$ cat src/rtl/maxpool_scheduler.sv
// ============================================================================
// maxpool_scheduler : 2x2/stride-2 signed max-pool engine, one write per 6 cycles.
// Optional build macro MAXPOOL_RELU_FUSE_EN clamps negative pooled values to 0.
// Revision: 1.0
// ============================================================================
`default_nettype none

module maxpool_scheduler #(
  parameter int ADDR_BIT = 10,
  parameter int DATA_BIT = 16,
  parameter int IMG_W0   = 24,
  parameter int IMG_W1   = 8
) (
  input  logic                clk,
  input  logic                rst_n,
  input  logic                start,
  input  logic                mode,
  output logic [ADDR_BIT-1:0] src_addr,
  input  logic [DATA_BIT-1:0] src_rdata,
  output logic [ADDR_BIT-1:0] dst_addr,
  output logic                dst_we,
  output logic [DATA_BIT-1:0] dst_wdata,
  output logic                busy,
  output logic                done
);

  localparam logic [1:0] S_IDLE  = 2'd0;
  localparam logic [1:0] S_FETCH = 2'd1;
  localparam logic [1:0] S_DRAIN = 2'd2;
  localparam logic [1:0] S_WRITE = 2'd3;

  localparam logic [ADDR_BIT-1:0] C_W0  = ADDR_BIT'(IMG_W0);
  localparam logic [ADDR_BIT-1:0] C_W1  = ADDR_BIT'(IMG_W1);
  localparam logic [ADDR_BIT-1:0] C_ONE = ADDR_BIT'(1);
  localparam logic [ADDR_BIT-1:0] C_TWO = ADDR_BIT'(2);

  logic [1:0]                 state;
  logic [1:0]                 k;
  logic [ADDR_BIT-1:0]        width;
  logic [ADDR_BIT-1:0]        base;
  logic [ADDR_BIT-1:0]        row;
  logic [ADDR_BIT-1:0]        col;
  logic [ADDR_BIT-1:0]        out_cnt;
  logic [ADDR_BIT-1:0]        last_addr;
  logic signed [DATA_BIT-1:0] max_r;
  logic signed [DATA_BIT-1:0] last_data;

  logic [ADDR_BIT-1:0]        half_m1;
  logic                       last_win;
  logic signed [DATA_BIT-1:0] rdata_s;
  logic signed [DATA_BIT-1:0] pooled;

  assign half_m1  = (width >> 1) - C_ONE;
  assign last_win = (row == half_m1) && (col == half_m1);
  assign rdata_s  = src_rdata;

`ifdef MAXPOOL_RELU_FUSE_EN
  assign pooled = max_r[DATA_BIT-1] ? '0 : max_r;
`else
  assign pooled = max_r;
`endif

  always_ff @(posedge clk) begin
    if (!rst_n) begin
      state     <= S_IDLE;
      k         <= 2'd0;
      width     <= '0;
      base      <= '0;
      row       <= '0;
      col       <= '0;
      out_cnt   <= '0;
      max_r     <= '0;
      last_addr <= '0;
      last_data <= '0;
    end else begin
      case (state)
        S_IDLE: begin
          if (start) begin
            state   <= S_FETCH;
            k       <= 2'd0;
            width   <= mode ? C_W1 : C_W0;
            base    <= '0;
            row     <= '0;
            col     <= '0;
            out_cnt <= '0;
          end
        end
        S_FETCH: begin
          k <= k + 2'd1;
          // Read data lags the address by one cycle: k=1 sees the first pixel.
          if (k == 2'd1) begin
            max_r <= rdata_s;
          end else if ((k != 2'd0) && (rdata_s > max_r)) begin
            max_r <= rdata_s;
          end
          if (k == 2'd3) begin
            state <= S_DRAIN;
          end
        end
        S_DRAIN: begin
          if (rdata_s > max_r) begin
            max_r <= rdata_s;
          end
          state <= S_WRITE;
        end
        S_WRITE: begin
          last_addr <= out_cnt;
          last_data <= pooled;
          if (last_win) begin
            state <= S_IDLE;
          end else begin
            state   <= S_FETCH;
            k       <= 2'd0;
            out_cnt <= out_cnt + C_ONE;
            // Stepping past the last column jumps over the odd row of the pair.
            if (col == half_m1) begin
              col  <= '0;
              row  <= row + C_ONE;
              base <= base + width + C_TWO;
            end else begin
              col  <= col + C_ONE;
              base <= base + C_TWO;
            end
          end
        end
        default: state <= S_IDLE;
      endcase
    end
  end

  always_comb begin
    src_addr = '0;
    if (state == S_FETCH) begin
      src_addr = base + (k[1] ? width : '0) + {{(ADDR_BIT-1){1'b0}}, k[0]};
    end
  end

  assign dst_we    = (state == S_WRITE);
  assign done      = dst_we && last_win;
  assign busy      = (state != S_IDLE);
  assign dst_addr  = dst_we ? out_cnt : last_addr;
  assign dst_wdata = dst_we ? pooled : last_data;

endmodule

`default_nettype wire
$ cat config.mk
export PLATFORM = sky130hd
export DESIGN_NAME = maxpool_scheduler
export DESIGN_NICKNAME = d
export VERILOG_FILES = /design/src/rtl/maxpool_scheduler.sv
export SDC_FILE = /design/constraint.sdc
export NUM_CORES = 1
export LEC_CHECK = 0
export ABC_CLOCK_PERIOD_IN_PS = 3740
export CAP_MARGIN = 20
export CORE_UTILIZATION = 25
export CTS_BUF_LIST = sky130_fd_sc_hd__clkbuf_4
export DETAILED_ROUTE_END_ITERATION = 8
export GPL_ROUTABILITY_DRIVEN = 0
export PLACE_DENSITY = 0.52
export SYNTH_ARGS = -nofsm -noshare
export SYNTH_HDL_FRONTEND = slang
export SYNTH_SLANG_ARGS = --single-unit
$ cat constraint.sdc
create_clock -name clk -period 3.74 [get_ports clk]
set_input_delay 0.561 -clock clk [delete_from_list [all_inputs] [get_ports clk]]
set_output_delay 0.561 -clock clk [all_outputs]
set_load 0.005 [all_outputs]
After elaboration in Yosys (flattened, before gate mapping)
Index checks and enable logic that the tools add are counted.
Widths: inputs -> output; s select.

cells by class
  add/subtract/negate cells = 10
  magnitude comparators = 1
  eq/ne operators = 13
  multiplexer cells = 28
  reductions and logical operators = 15

operator list
  cell                   number
  $mux 10                11
  $pmux 10 s2            4
  $mux 16                4
  $pmux 16 s2            1
  $add 10x1->10 const B  3
  $add 10x10->10         2
  $add 10x2->10 const B  2
  $eq 10x10->1           2
  $gt 16x16->1           1
  $add 10x1->10          1
  $sub 9x1->10 const B   1
  $reduce_and 3->1       3
  $mux 2                 4
  $ne 2x2->1 const B     4
  $pmux 2 s4             1
  $reduce_bool 2->1      4
  $eq 2x2->1 const B     3
  $pmux 2 s3             1
  $mux 5                 1
  $eq 2x1->1 const B     2
  $reduce_and 2->1       2
  $reduce_and 4->1       1
  $logic_and 1x1->1      3
  $ne 3x3->1 const B     1
  other kinds (5)        5

word-level totals
  register bits = 96
  input port bits = 20
  word-level logic and storage cells = 77

Longest topological paths before layout
Gate-level depths: netlist (run 1).

  word-level depth = 5
  depth in mapped cells = 10

Least setup slack after synthesis (run 1)
No wires, ideal clock.

  path kind = input to register
  start point = in src_rdata[15]
  end point = reg max_r[10]
  arrival time = 2.433 ns
  required time = 3.668 ns
  setup slack = 1.235 ns
  cell stages on the path = 9
  path buffers = 2
  cells stage by stage = ha_1 -> nand4_1 -> nor4_1 -> a21boi_0 -> or3_1 -> o311a_1 -> buf_2 -> buf_2 -> mux2i_1

on the way
  cells in the longest elaborated chain, start to end = 4
  elaborated cells on any way between the ends = 5
  those cells by class = 1 x order compare; 2 x eq/ne; 2 x reduce/logical

ends and longest elaborated chain
  element                              line     RTL
  from (decl)                          19       input logic [DATA_BIT-1:0] src_rdata,
  $gt 16x16->1 *                       93, 101
  $logic_and 1x1->1                    93       end else if ((k != 2'd0) && (rdata_s > max_r)) begin
  $ne 3x3->1 (no source line)          n/a
  $reduce_and 3->1 (no source line) *  n/a
  to (signal assigned)                 92       max_r <= rdata_s;
  to (signal assigned)                 94       max_r <= rdata_s;
  to (signal assigned)                 102      max_r <= rdata_s;
  to (decl)                            45       logic signed [DATA_BIT-1:0] max_r;

Every way passes the cells marked *; elsewhere a longest branch is shown, timed or not.
A chain may end at the register's enable or synchronous reset.

Worst setup path in the final report (run 1)
  start point = reg width[3]
  end point = out done

on the way
  cells in the longest elaborated chain, start to end = 4
  elaborated cells on any way between the ends = 5
  those cells by class = 1 x add/sub; 2 x eq/ne; 2 x reduce/logical

ends and longest elaborated chain
  element                 line  RTL
  from (decl)             39    logic [ADDR_BIT-1:0] width;
  from (signal assigned)  81    width <= mode ? C_W1 : C_W0;
  $sub 9x1->10 *          53    assign half_m1 = (width >> 1) - C_ONE;
  $eq 10x10->1            54    assign last_win = (row == half_m1) && (col == half_m1);
  $logic_and 1x1->1 *     54
  $logic_and 1x1->1 *     139   assign done = dst_we && last_win;
  to (decl)               24    output logic done

Marks and branches as above.

==> impl_metrics.toml, run 1 <==
[timing]
fin_crit_ns = 3.418
finalClockSkew_ns = 0.02080
setup_viol = 0
rsz0062_at_grt = "false"
slew_headroom_pct = 53.33
worst_pin_slew_ns = 0.7000
worst_hold_slack_ns = 0.4854
final_hold_viol_count = 0
finalMaxSlewViolations = 0
timing.fmax_mhz = 292.6
setup-tns-final_ns = 0
period_share_pct = 91.39

[power]
switching_share_pct = 34.61
combPwrFrac_pct = 29.2
clkPwrFrac_pct = 22.5
pwr_density_cell_nw_per_um2 = 375.7
p_seq_share_pct = 48.3
intPower_uw = 1423
ir_drop_v = 0.0001895
p_switching_uw = 753.2
power.leakage_uw = 0.002082

[logic_synthesis]
avgSynthCellArea_um2 = 8.664
yosysMostFrequentCell = "dfxtp_1"
synth_fa_ha_area_share_pct = 8.052
synth_top_family_by_area = "simple AND/OR/NAND/NOR gates"
synth_top_cell_area_share_pct = 36.16
synthesis.area_um2 = 4817
yosys-top-cells-area = "dfxtp_1 (36%), ha_1 (8.1%), mux2_2 (6.1%), and2_1 (5.5%), nand2_1 (4.8%)"
synth-edff-count = 0
ys_top_cells_by_count = "dfxtp_1 (87), nand2_1 (62), and2_1 (42)"
yosysTopAreaCell = "dfxtp_1"
ys_types = 44
synthCells = 556
synthMuxAreaShare_pct = 10.65
ys_warn_count = 0
ys.flop_type = "dfxtp_1"
synth_nets = 607
synth_compound_area_share_pct = 13.51
synth-seq-cells = 87
synthSimpleGateAreaFrac_pct = 22.31
async_flop_share_pct = 0
ys_seq_area_share_pct = 36.16
synthXorXnorAreaFrac_pct = 5.091

[detailed_routing]
dr.first_iter.drc_count = 144
viasPerCell = 4.728
vias = 4019
ant_nets = 0
dr.pass1.iters = 4
wirelength_mm = 11.72
drc = 0
wl_per_cell_um = 13.79

[critical_path]
reg2reg_slack_ns = 1.06
start_kind = "flip-flop"
critPathMaxFanout = 6
rr_worst_depth = 8
cp.required_ns = 3.18
crit_path_end_kind = "output port"
cp_data_arrival_time_ns = 2.86
worst_r2r_startpoint = "state[1]"
r2r_end = "row[6]"
timing.setup.critical_path_class = "flip-flop to output port"

[min_path]
hold_class = "flip-flop to flip-flop"
hp-start = "max_r[14]"
hold_depth = 2
hold_end = "max_r[14]"

[grt]
grt_pass1_wl_mm = 19.56
grt_pass1_vias = 3860
antenna_found_initial = 1
grt_max_degree = 78
grt_use_total_pct = 12.42
grt-ovfl-total = 0

[final_layout]
post-route-util_pct = 30.87
fin_area_um2 = 5793
area_growth_pct = 20.26
regArea_um2 = 1742
stdcell_count = 850
fin_nets = 661
drive_gt1_share_pct = 9.431
multi_input_area_um2 = 2872
fillCellCount = 1993

[clocking]
cts_htree_levels = 3
clkSinkCount = 87
cts_setup_buffers = 0
ctsHoldBuffers = 0
cts_tree = "built"
cts-root-buf = "clkbuf_4"
clk_pin_slew_ns = 0.15
clock_latency_ns = 0.45
cts_resized = 0
numCtsBuffers = 9
clk_path_buf_depth = 2

[die]
row_count = 50
start_util_pct = 25.67
fp.dieH_um = 140.8
ios = 59
core_area_um2 = 18770
fp.dieW_um = 140.8
dieArea_um2 = 19830

[placed_design]
hpwl_mm = 8.535
dp_cells = 832
io_buffers = 58
dpl-instance-area_um2 = 5665

[job]
maxCapViolations = 0

[run_status]
status = "complete, no violations"
[flip-flops by register name, indices dropped and copies added (netlist names)]
signal	count
k	2
last_addr	10
row	10
max_r	16
col	10
out_cnt	10
last_data	16
state	2
width	2
base	9
[power groups by stage]
stage	Combinational [µW]	Clock, µW	Sequential, µW
after global routing	720	562	1060
after floorplan	442	0	1050
after CTS	640	522	1050
after detailed placement	636	0	1070
final	636	490	1050
after global placement	622	0	1070
[worst max-delay path, stage by stage, from the launching register on]
cell             delay, ns
dfxtp_1               0.47
inv_1                 0.09
ha_1                  0.34
xor2_1                0.17
nand3_1               0.16
a211o_1               0.41
nor2_1                0.23
clkdlybuf4s50_1       0.54
[layout by cell type (no fill, tap or decap), types with 7 or more instances in the layout]
master	Yosys	routed
a211oi_1	8	8
xnor2_1	19	19
buf_4	0	13
inv_1	25	25
xor2_1	9	9
ha_1	31	31
nor2_1	31	31
mux2_2	26	26
or4_1	7	7
dfxtp_1	87	87
nor2b_1	10	10
and2_1	42	42
nand2_1	62	62
nand4_1	20	20
o211ai_1	7	7
nand3_1	14	14
a21oi_1	35	35
mux2i_1	22	22
clkbuf_4	0	13
clkdlybuf4s50_1	0	57
o21ai_0	16	15
[cell families after synthesis]
kind of cell / count (synthesis)
compound gates: 101
xor+xnor: 28
fa+ha+maj: 31
buf+inv: 53
flops: 87
mux: 48
simple gates: 208
[per-layer routing]
| layer | part of all wire, % | wire length (µm) | track usage (%) |
|---|---|---|---|
| met5 | 0 | 0 | 0 |
| met3 | 4.3 | 502 | 2.819 |
| met1 | 50 | 5815 | 16.79 |
| met2 | 45 | 5316 | 18.98 |
| met4 | 0.76 | 89 | 5.092 |
[worst max-delay path by stage]
stage | from | end | slack, ns
floorplan | src_rdata[15] | max_r[10] | 1.24
global placement | src_rdata[15] | max_r[6] | 0.85
detailed placement | src_rdata[15] | max_r[7] | 0.70
CTS | width[3] | done | 0.31
global route | width[3] | done | 0.19
finish | width[3] | done | 0.32
[through the flow]
| step | power, µW | worst slack, ns |
|---|---|---|
| 6_report | 2177 | 0.3219 |
| 5_1_grt | 2342 | 0.1862 |
| 4_1_cts | 2213 | 0.3117 |
| 3_5_place_dp | 1706 | 0.7024 |
| 3_3_place_gp | 1691 | 0.8512 |
| 2_1_floorplan | 1492 | 1.235 |
[area by class of cell]
type | instances | share of cell area [%]
antenna | 1 | 0.04320
clock buffer | 13 | 1.685
clock inverter | 3 | 0.3456
inverter | 25 | 1.620
multi-input combinational | 416 | 49.57
sequential | 87 | 30.06
tap | 234 | 5.054
timing repair buffer | 71 | 11.62
Note: power is estimated with default switching activity, not from simulation.
==> run 2: changes to the inputs <==
Settings changed: SLEW_MARGIN from default to 40.
==> impl_metrics.toml, run 2 (same netlist as run 1, synthesis figures left out) <==
[clocking]
clk_pin_slew_ns = 0.14
numCtsBuffers = 9
clkSinkCount = 87
clock_latency_ns = 0.46
cts_resized = 0
clk_path_buf_depth = 2
cts-root-buf = "clkbuf_4"
cts_tree = "built"
ctsHoldBuffers = 0
cts_htree_levels = 3
cts_setup_buffers = 0

[critical_path]
worst_r2r_startpoint = "state[1]"
cpPeakStageDelay_ns = 0.54
crit_path_end_kind = "output port"
cp_data_arrival_time_ns = 2.83
rr_worst_depth = 8
start_kind = "flip-flop"
cp.required_ns = 3.18
timing.setup.critical_path_class = "flip-flop to output port"
crit_chain = "inv_1 -> ha_1 -> xor2_1 -> nand3_1 -> a211o_1 -> nor2_1 -> clkdlybuf4s50_1"
cp_top_family = "buffers and inverters"
slowest_stage = "clkdlybuf4s50_1"
reg2reg_slack_ns = 1.04
crit_buf_inv = 2
critPathMaxFanout = 6
r2r_end = "row[6]"

[final_layout]
fin_nets = 660
layout_commonest_cell = "dfxtp_1"
area_growth_pct = 20.13
fillCellCount = 2006
layout_common_cells = "dfxtp_1 (87), nand2_1 (62), clkdlybuf4s50_1 (57), and2_1 (42), a21oi_1 (34)"
reg_top3 = "last_data (16), max_r (16)"
drive_gt1_share_pct = 9.446
regArea_um2 = 1742
fin_area_um2 = 5787
multi_input_area_um2 = 2875

[timing]
slew_headroom_pct = 50.32
timing.fmax_mhz = 294.6
finalMaxSlewViolations = 0
setup-tns-final_ns = 0
finalClockSkew_ns = 0.02828
setup_viol = 0
worst_pin_slew_ns = 0.7452
period_share_pct = 90.77
rsz0062_at_grt = "false"
worst_hold_slack_ns = 0.4831
final_hold_viol_count = 0
fin_crit_ns = 3.395
setup_ws_ns = 0.3451

[die]
fp.dieH_um = 140.8
dieArea_um2 = 19830
row_count = 50
start_util_pct = 25.67
ios = 59
fp.dieW_um = 140.8
core_area_um2 = 18770

[grt]
grt_pass1_wl_mm = 19.56
grt_use_total_pct = 12.39
grt_pass1_vias = 3904
antenna_found_initial = 1
grt-ovfl-total = 0
grt_max_degree = 78

[placed_design]
io_buffers = 58
dpl-instance-area_um2 = 5669
place_ws_ns = 0.6888
hpwl_mm = 8.510

[power]
ir_drop_v = 0.0001984
pwr_density_cell_nw_per_um2 = 375.7
power.leakage_uw = 0.002081

[detailed_routing]
dr.first_iter.drc_count = 159
vias = 4052
viasPerCell = 4.773
drc = 0
wl_per_cell_um = 13.82
ant_nets = 0
wirelength_mm = 11.74
dr.pass1.iters = 4

[min_path]
hp-start = "max_r[14]"
hold_depth = 2
hold_class = "flip-flop to flip-flop"
hold_end = "max_r[14]"

[run_status]
status = "complete, no violations"

[job]
maxCapViolations = 0
run 2: worst min-delay path, delay by kind of cell, from the launching register on:
kind          cells  cell delay, ns
simple gates      1            0.05
flops             1            0.35
mux               1            0.05
run 2: where the power goes:
group          switching (µW)  leakage (µW)  total, µW  internal [µW]
sequential               59.9      0.000703       1050            990
clock                     324     0.0000698        491            167
combinational             368       0.00131        634            266
run 2: metal layers:
| metal | GRT usage (%) | vias up | part of all wire, % |
|---|---|---|---|
| li1 | - | 2072 | - |
| met1 | 16.39 | 1870 | 48 |
| met2 | 19.27 | 96 | 45 |
| met3 | 3.431 | 14 | 4.9 |
| met4 | 4.291 | 0 | 1.7 |
| met5 | 0 | - | 0 |
run 2: through the flow:
stage / power (µW) / cells / utilization, %
6_report: 2174 / 849 / 30.83
5_1_grt: 2340 / 849 / 30.83
4_1_cts: 2210 / 848 / 30.82
3_5_place_dp: 1706 / 832 / 30.21
3_3_place_gp: 1691 / 832 / 30.19
2_1_floorplan: 1492 / 556 / -
run 2: area by class of cell:
class | instances | share of cell area [%]
multi-input combinational | 416 | 49.69
sequential | 87 | 30.10
timing repair buffer | 70 | 11.50
tap | 234 | 5.059
clock buffer | 13 | 1.686
inverter | 25 | 1.622
clock inverter | 3 | 0.3027
antenna | 1 | 0.04324
run 2: worst max path at each step:
stage	from	endpoint	slack (ns)	depth (start not counted)
after floorplan	src_rdata[15]	max_r[10]	1.24	9
after global placement	src_rdata[15]	max_r[6]	0.85	9
after detailed placement	src_rdata[15]	max_r[7]	0.69	9
after CTS	width[3]	done	0.32	7
after global routing	width[3]	done	0.16	7
final	width[3]	done	0.35	7
==> run 3: changes to the inputs <==
Settings changed: RECOVER_POWER from default to 100, TNS_END_PERCENT from default to 5.
==> impl_metrics.toml, run 3 (same netlist as run 1, synthesis figures left out) <==
[clocking]
ctsHoldBuffers = 0
clock_latency_ns = 0.46
cts-root-buf = "clkbuf_4"
clk_path_buf_depth = 2
numCtsBuffers = 9
cts_resized = 0
clk_pin_slew_ns = 0.15
cts_tree = "built"
cts_htree_levels = 3
cts_setup_buffers = 0
clkSinkCount = 87

[critical_path]
start_kind = "flip-flop"
critPathMaxFanout = 6
cp_data_arrival_time_ns = 2.92
crit_path_end_kind = "output port"
cp.required_ns = 3.18
timing.setup.critical_path_class = "flip-flop to output port"
rr_worst_depth = 8

[detailed_routing]
dr.first_iter.drc_count = 132
drc = 0
viasPerCell = 4.779
wl_per_cell_um = 13.87
dr.pass1.iters = 4
vias = 4057
wirelength_mm = 11.78
ant_nets = 0

[placed_design]
io_buffers = 58
dp_cells = 832
hpwl_mm = 8.510

[job]
maxCapViolations = 0

[grt]
grt_pass1_wl_mm = 19.56
grt_pass1_vias = 3904
grt_max_degree = 78
grt-ovfl-total = 0
antenna_found_initial = 1
grt_use_total_pct = 12.39

[timing]
finalMaxSlewViolations = 0
timing.fmax_mhz = 287.6
fin_crit_ns = 3.477
worst_pin_slew_ns = 1.298
setup-tns-final_ns = 0
final_hold_viol_count = 0
setup_viol = 0
worst_hold_slack_ns = 0.4854
slew_headroom_pct = 13.45
rsz0062_at_grt = "false"
finalClockSkew_ns = 0.03107
period_share_pct = 92.97

[die]
start_util_pct = 25.67
dieArea_um2 = 19830
fp.dieH_um = 140.8
row_count = 50
ios = 59
core_area_um2 = 18770
fp.dieW_um = 140.8

[run_status]
status = "complete, no violations"

[final_layout]
reg_top3 = "last_data (16), max_r (16)"
layout_commonest_cell = "dfxtp_1"
drive_gt1_share_pct = 5.537
fin_nets = 660
layout_common_cells = "dfxtp_1 (87), nand2_1 (62), a21oi_1 (35), and2_1 (34), dlygate4sd3_1 (32)"
area_growth_pct = 19.19
stdcell_count = 849

[power]
power.leakage_uw = 0.002171
ir_drop_v = 0.0001896
pwr_density_cell_nw_per_um2 = 374.7

[min_path]
hold_class = "flip-flop to flip-flop"
hold_depth = 2
[run 3: layout make-up]
type | instances | area, µm²
diodes | 1 | 2.502
inverters | 25 | 93.84
multi-input cells | 416 | 2856
clock buffers | 13 | 97.59
clock inverters | 3 | 17.52
well taps | 234 | 292.8
repair buffers | 70 | 639.4
fillers | 2011 | 13030
flip-flops and latches | 87 | 1742
[run 3: critical path, cell delays in order, from the launching register on]
cell and delay (ns):
dfxtp_1 0.47, inv_1 0.10, ha_1 0.34, xor2_1 0.16
nand3_1 0.15, a211o_1 0.40, nor2_1 0.22, dlygate4sd3_1 0.60
[run 3: layer usage]
metal / wire, µm / GRT usage (%) / up-vias
li1: - / - / 2062
met1: 5688 / 16.39 / 1899
met2: 5326 / 19.27 / 81
met3: 564 / 3.431 / 15
met4: 195 / 4.291 / 0
met5: 0 / 0 / -
[run 3: final timing paths]
path	slack (ns)	end	startpoint
setup reg to reg	0.45	col[1]	width[3]
hold / removal	0.49	max_r[14]	max_r[14]
hold reg to reg	0.49	max_r[14]	max_r[14]
setup / recovery	0.26	done	width[3]
[run 3: through the flow]
step	util, %	worst slack, ns	total power (µW)	cell area [µm²]
global placement	30.19	0.8512	1691	5665
finish	30.59	0.2628	2152	5742
global route	30.59	0.1120	2318	5742
CTS	30.82	0.3211	2210	5784
floorplan	-	1.235	1492	4817
detailed placement	30.21	0.6888	1706	5669
[run 3: report_power, final]
| part | total [µW] | leakage, µW | internal (µW) | switching, µW |
|---|---|---|---|---|
| Sequential | 1050 | 0.000703 | 990 | 59.9 |
| Clock | 491 | 0.0000698 | 167 | 324 |
| Combinational | 611 | 0.00140 | 245 | 366 |
